--- config.mk ---
export PLATFORM = sky130hd
export DESIGN_NAME = sevenseg_capture
export DESIGN_NICKNAME = d
export VERILOG_FILES = /design/src/rtl/sevenseg_capture.sv
export SDC_FILE = /design/constraint.sdc
export NUM_CORES = 1
export LEC_CHECK = 0
export CAP_MARGIN = 10
export CORE_AREA = 3 3 91 93
export CTS_BUF_LIST = sky130_fd_sc_hd__clkbuf_16
export DETAILED_ROUTE_END_ITERATION = 8
export DIE_AREA = 0 0 94 96
export PLACE_DENSITY = 0.59
export SLEW_MARGIN = 20
export SYNTH_ARGS = -nofsm -noshare
export SYNTH_HDL_FRONTEND = slang
export SYNTH_SLANG_ARGS = --single-unit
--- constraint.sdc ---
create_clock -name clk -period 6.6 [get_ports clk]
set_input_delay 1.98 -clock clk [delete_from_list [all_inputs] [get_ports clk]]
set_output_delay 1.98 -clock clk [all_outputs]
set_load 0.005 [all_outputs]
--- src/rtl/sevenseg_capture.sv ---
// Seven-segment bus monitor: filters scan glitches, decodes stable digit
// patterns back to BCD and delivers one word per complete scan frame.
module sevenseg_capture #(
  parameter int NDIG   = 4,
  parameter int STABLE = 3
) (
  input  logic                clk,
  input  logic                rst,
  input  logic [6:0]          seg_in,
  input  logic [NDIG-1:0]     dig_en,
  output logic [4*NDIG-1:0]   out_bcd,
  output logic                out_err,
  output logic                out_valid,
  input  logic                out_ready,
  output logic                overrun
);

  typedef enum logic {COLLECT, DONE} state_e;

  localparam int          IW       = (NDIG > 1) ? $clog2(NDIG) : 1;
  localparam logic [3:0]  STABLE_C = 4'(STABLE);

  // Returns {invalid, code}; blank decodes to F without flagging an error.
  function automatic logic [4:0] decode(input logic [6:0] seg);
    case (seg)
      7'h7E:   decode = {1'b0, 4'd0};
      7'h30:   decode = {1'b0, 4'd1};
      7'h6D:   decode = {1'b0, 4'd2};
      7'h79:   decode = {1'b0, 4'd3};
      7'h33:   decode = {1'b0, 4'd4};
      7'h5B:   decode = {1'b0, 4'd5};
      7'h5F:   decode = {1'b0, 4'd6};
      7'h70:   decode = {1'b0, 4'd7};
      7'h7F:   decode = {1'b0, 4'd8};
      7'h7B:   decode = {1'b0, 4'd9};
      7'h00:   decode = {1'b0, 4'hF};
      default: decode = {1'b1, 4'hE};
    endcase
  endfunction

  logic [6:0]        s_seg_q;
  logic [NDIG-1:0]   s_en_q;
  logic [3:0]        cnt_q, cnt_d;
  logic [3:0]        n_set;
  logic [IW-1:0]     cap_idx;
  logic              en_onehot, en_same, capture;
  logic [3:0]        cap_code;
  logic              cap_inv;

  logic [NDIG-1:0]   mask_q, mask_d;
  logic              frame_err_q, frame_err_d;
  logic [4*NDIG-1:0] slots_q;

  state_e            state_q, state_d;
  logic              frame_done;

  logic              out_valid_q, out_valid_d;
  logic [4*NDIG-1:0] out_bcd_q, out_bcd_d;
  logic              out_err_q, out_err_d;
  logic              overrun_q, overrun_d;

  // NOTE: every combinational output gets a default before any branch, so no path leaves it unassigned and no latch is inferred.
  always_comb begin
    n_set   = '0;
    cap_idx = '0;
    for (int i = 0; i < NDIG; i++) begin
      if (dig_en[i]) begin
        n_set   = n_set + 4'd1;
        cap_idx = IW'(i);
      end
    end
  end

  assign en_onehot = (n_set == 4'd1);
  assign en_same   = en_onehot && (dig_en == s_en_q) && (seg_in == s_seg_q);
  assign {cap_inv, cap_code} = decode(seg_in);

  always_comb begin
    cnt_d = 4'd0;
    if (en_same) begin
      cnt_d = (cnt_q >= STABLE_C) ? STABLE_C : cnt_q + 4'd1;
    end else if (en_onehot) begin
      cnt_d = 4'd1;
    end
  end

  // A saturated hold must not recapture; a fresh pattern reaching STABLE does.
  assign capture = (cnt_d == STABLE_C) && !(en_same && (cnt_q == STABLE_C));

  // NOTE: sequential state uses non-blocking assignments so every register samples pre-edge values.
  always_ff @(posedge clk) begin
    if (rst) begin
      s_seg_q <= '0;
      s_en_q  <= '0;
      cnt_q   <= '0;
    end else begin
      s_seg_q <= seg_in;
      s_en_q  <= dig_en;
      cnt_q   <= cnt_d;
    end
  end

  // A capture on the DONE edge starts the next frame.
  always_comb begin
    mask_d      = frame_done ? '0 : mask_q;
    frame_err_d = frame_done ? 1'b0 : frame_err_q;
    if (capture) begin
      mask_d[cap_idx] = 1'b1;
      frame_err_d     = frame_err_d | cap_inv;
    end
  end

  always_ff @(posedge clk) begin
    if (rst) begin
      mask_q      <= '0;
      frame_err_q <= 1'b0;
    end else begin
      mask_q      <= mask_d;
      frame_err_q <= frame_err_d;
    end
  end

  // NOTE: digit slots are not reset; a cleared mask forces every slot to be rewritten before a frame is released.
  always_ff @(posedge clk) begin
    if (capture) begin
      slots_q[4*int'(cap_idx) +: 4] <= cap_code;
    end
  end

  always_ff @(posedge clk) begin
    if (rst) begin
      state_q <= COLLECT;
    end else begin
      state_q <= state_d;
    end
  end

  always_comb begin
    state_d = state_q;
    case (state_q)
      COLLECT: if (&mask_d) state_d = DONE;
      DONE:    state_d = COLLECT;
      default: state_d = COLLECT;
    endcase
  end

  always_comb begin
    frame_done = (state_q == DONE);
  end

  // One-entry buffer: a completed frame replaces the entry only if it is empty or being popped.
  always_comb begin
    out_valid_d = out_valid_q;
    out_bcd_d   = out_bcd_q;
    out_err_d   = out_err_q;
    overrun_d   = 1'b0;
    if (frame_done) begin
      if (!out_valid_q || out_ready) begin
        out_valid_d = 1'b1;
        out_bcd_d   = slots_q;
        out_err_d   = frame_err_q;
      end else begin
        overrun_d = 1'b1;
      end
    end else if (out_valid_q && out_ready) begin
      out_valid_d = 1'b0;
    end
  end

  always_ff @(posedge clk) begin
    if (rst) begin
      out_valid_q <= 1'b0;
      out_bcd_q   <= '0;
      out_err_q   <= 1'b0;
      overrun_q   <= 1'b0;
    end else begin
      out_valid_q <= out_valid_d;
      out_bcd_q   <= out_bcd_d;
      out_err_q   <= out_err_d;
      overrun_q   <= overrun_d;
    end
  end

  assign out_valid = out_valid_q;
  assign out_bcd   = out_bcd_q;
  assign out_err   = out_err_q;
  assign overrun   = overrun_q;

endmodule

==> results.md <==
* # clock sinks at 56
* Status: completed
* Hold Crit Start: out_bcd[10]
* Core Area at approximately 0.0076 mm2
* Max FO, Critical Path at 5
* Row count at 32
* Ant. Diodes at 0
* Via density per instance at 4.782
* Die area at about 0.0090 mm2
* Post-synth EDFFs at 16
* Global-route wire length before repair at 8093 um
* Max-slew violations at 0
* Final HPWL from detailed placement at ~3500 um
* Final-report setup violation count at 0
* Die Ht at 96 um
* CP Class: in -> reg
* PD cells at 234.4 mW/mm2
* Routed WL at around 4900 um
* Clock transition at path regs at around 0.070 ns
* Post-synth ARST share at 0%
* Worst slew pin tran at ~0.63 ns
* Cells after Synth at 280
* Post-layout instance area at ~0.0032 mm2
* Die Span X at between 90 and 100 um
* # Post-CTS Setup Buffers at 0
* Pin count of the biggest net entering global routing at 38
* Synth cell types at 50
* Total GRT Usage at ~11%
* Resized Gates After CTS at 0
* Post-CTS Hold Buffers at 0
* Final Core Density at 41.51%
* Ys Warns at 0
* Filler Cells Inserted at 780
* Gpl congestion at approximately 0.73
* Post-placement cell count at 400
* Min-Delay Path Class: reg -> reg
* Period utilisation layout at 67.22%
* Hold Path Stages at 2
* Remaining DRCs at 0
* DR WL/cell at 11.92 um
* Layout Nets at 330
* Worst Skew at between 0.007 and 0.008 ns
* Post-DP Area at 0.002974 mm2
* Setup_tns at 0 ns
* Clk_lat worst skew at 0.29 ns
* R2R Path Start: s_seg_q[5]
* Ports at 33
* Max-slew headroom at 58.18%
* Router iterations before antenna repair at 4
* Most frequent cells in the layout: 46 x nand2_1, 40 x dfxtp_1, 32 x clkdlybuf4s50_1
* Worst r2r path cells at 5
* CTS root buf: clkbuf_16
* Startpoint types: input pin
* Post-Syn Area at around 0.0026 mm2
* GRT Residual Overflow at 0
* Antenna viol nets, final at 0
* IO buf count at 32
* Initial Util at roughly a third
* Crit path from: dig_en[1]
* Final hold vios at 0
* Arrival time at the worst endpoint at between 4 and 5 ns
* Yosys reg bits at 56
* Most common cell after layout, fill and taps aside: nand2_1
* DRT iter0 DRCs at 74
* Unrepaired setup endpoints after global routing: no
* Clock period minus worst slack at between 4 and 5 ns
* CP Capture Type: flop
* CP required at 6.59 ns
* CTS tree: yes
* Sequential element share of the synthesized area at 49.49%
* Dominant synthesized flop cell: dfxtp_1
* Via count at around 2.0k
* Vias in the first global route at between 1.5k and 2k
* Initial antenna violation count at 0
* Number of buffers created by CTS at 5
* Maxcap violations at 0
* Leak at around 1.2 nW
* Worst VDD drop at between 0.1 and 0.15 mV
* WHS Endpoint: out_bcd[10]
* Fmax at around 230 MHz
* Reg2reg setup slack at 4.78 ns
* Synthesis-to-finish area growth at 21.99%
* Finished Layout Cells at between 400 and 500
* Syn_area_per_cell at about 9.2 um2
* Worst R2R End: slots_q[5]
* Bufs on Longest Clock Path at 2
* Fraction of layout cells with a size suffix above 1 at 4.575%
* H-tree level count at 2
==> final cells by class <==
class | count | area [um2] | area share (%)
timing repair buffer | 33 | 327.8 | 10.38
clock buffer | 6 | 150.1 | 4.754
inverter | 12 | 45.04 | 1.426
clock inverter | 2 | 33.78 | 1.070
sequential | 56 | 1281 | 40.57
multi-input combinational | 197 | 1192 | 37.76
tap | 102 | 127.6 | 4.041
==> cell usage after synthesis (all sizes together) (2+ instances only) <==
library cell	number	area, um2
or3	3	23.77
nor2b	10	62.56
nand3	4	20.02
and2	6	37.54
inv	12	45.04
nor3b	2	15.01
ha	11	137.6
xor2	12	105.1
clkbuf	10	37.54
o32ai	4	35.03
nor3	7	35.03
a2111oi	2	36.29
nor4	3	31.28
dfxtp	40	800.8
and3	2	12.51
a32o	2	20.02
nor2	31	116.4
edfxtp	16	480.5
a21oi	24	120.1
o21ai	3	15.01
buf	6	36.29
nand2	46	172.7
xnor2	2	17.52
nand3b	2	15.01
==> registers in the layout (all words and copies together) (netlist names), 4 cells and up <==
name and count:
s_en_q 4, slots_q 16, mask_q 4, s_seg_q 7, cnt_q 4, out_bcd 16
==> critical path: stages <==
cell and delay, ns:
clkdlybuf4s50_1 0.55, inv_1 0.08, ha_1 0.34, xor2_1 0.18, ha_1 0.24, xnor2_1 0.15
a31o_2 0.17, a31oi_1 0.14, nor2_1 0.31, and2_1 0.27
==> worst max path at each step <==
| stage | cells past startpoint | end | slack [ns] |
|---|---|---|---|
| final | 10 | slots_q[5] | 2.16 |
| after global routing | 10 | slots_q[0] | 1.95 |
| after CTS | 10 | slots_q[0] | 2.17 |
| after detailed placement | 10 | slots_q[1] | 1.87 |
| after global placement | 10 | slots_q[6] | 1.93 |
| after floorplan | 9 | frame_done | 2.67 |
==> power by group <==
group / switching, mW / total [mW] / internal, mW
combinational: 0.0377 / 0.0641 / 0.0263
clock: 0.115 / 0.316 / 0.201
sequential: 0.00209 / 0.360 / 0.358
==> stage by stage <==
step / power (mW) / hold WS [ns] / setup slack, ns
2_1_floorplan: 0.4133 / 0.4312 / 2.671
3_3_place_gp: 0.4308 / 0.4432 / 1.927
3_5_place_dp: 0.4316 / 0.4481 / 1.869
4_1_cts: 0.7478 / 0.4579 / 2.168
5_1_grt: 0.7705 / 0.4760 / 1.953
6_report: 0.7402 / 0.4542 / 2.164
==> cells by family after synthesis <==
kind of cell / Yosys count / synth area share, %
XOR/XNOR: 14 / 4.737
other: 1 / 0.1449
flip-flops: 56 / 49.49
AO/OA/AOI/OAI: 46 / 12.28
buffers and inverters: 28 / 4.592
adder cells (fa/ha/maj): 11 / 5.317
AND/OR/NAND/NOR: 123 / 23.05
multiplexers: 1 / 0.3867
==> metal layers <==
layer  up-vias  track usage, %  routed length, um
met5         -               0                  0
met4         0           3.730                 29
met3         2           2.346                174
met2        42           20.58               2437
met1       909           13.15               2223
li1        998               -                  -
Power figures use the tool's default switching activity.
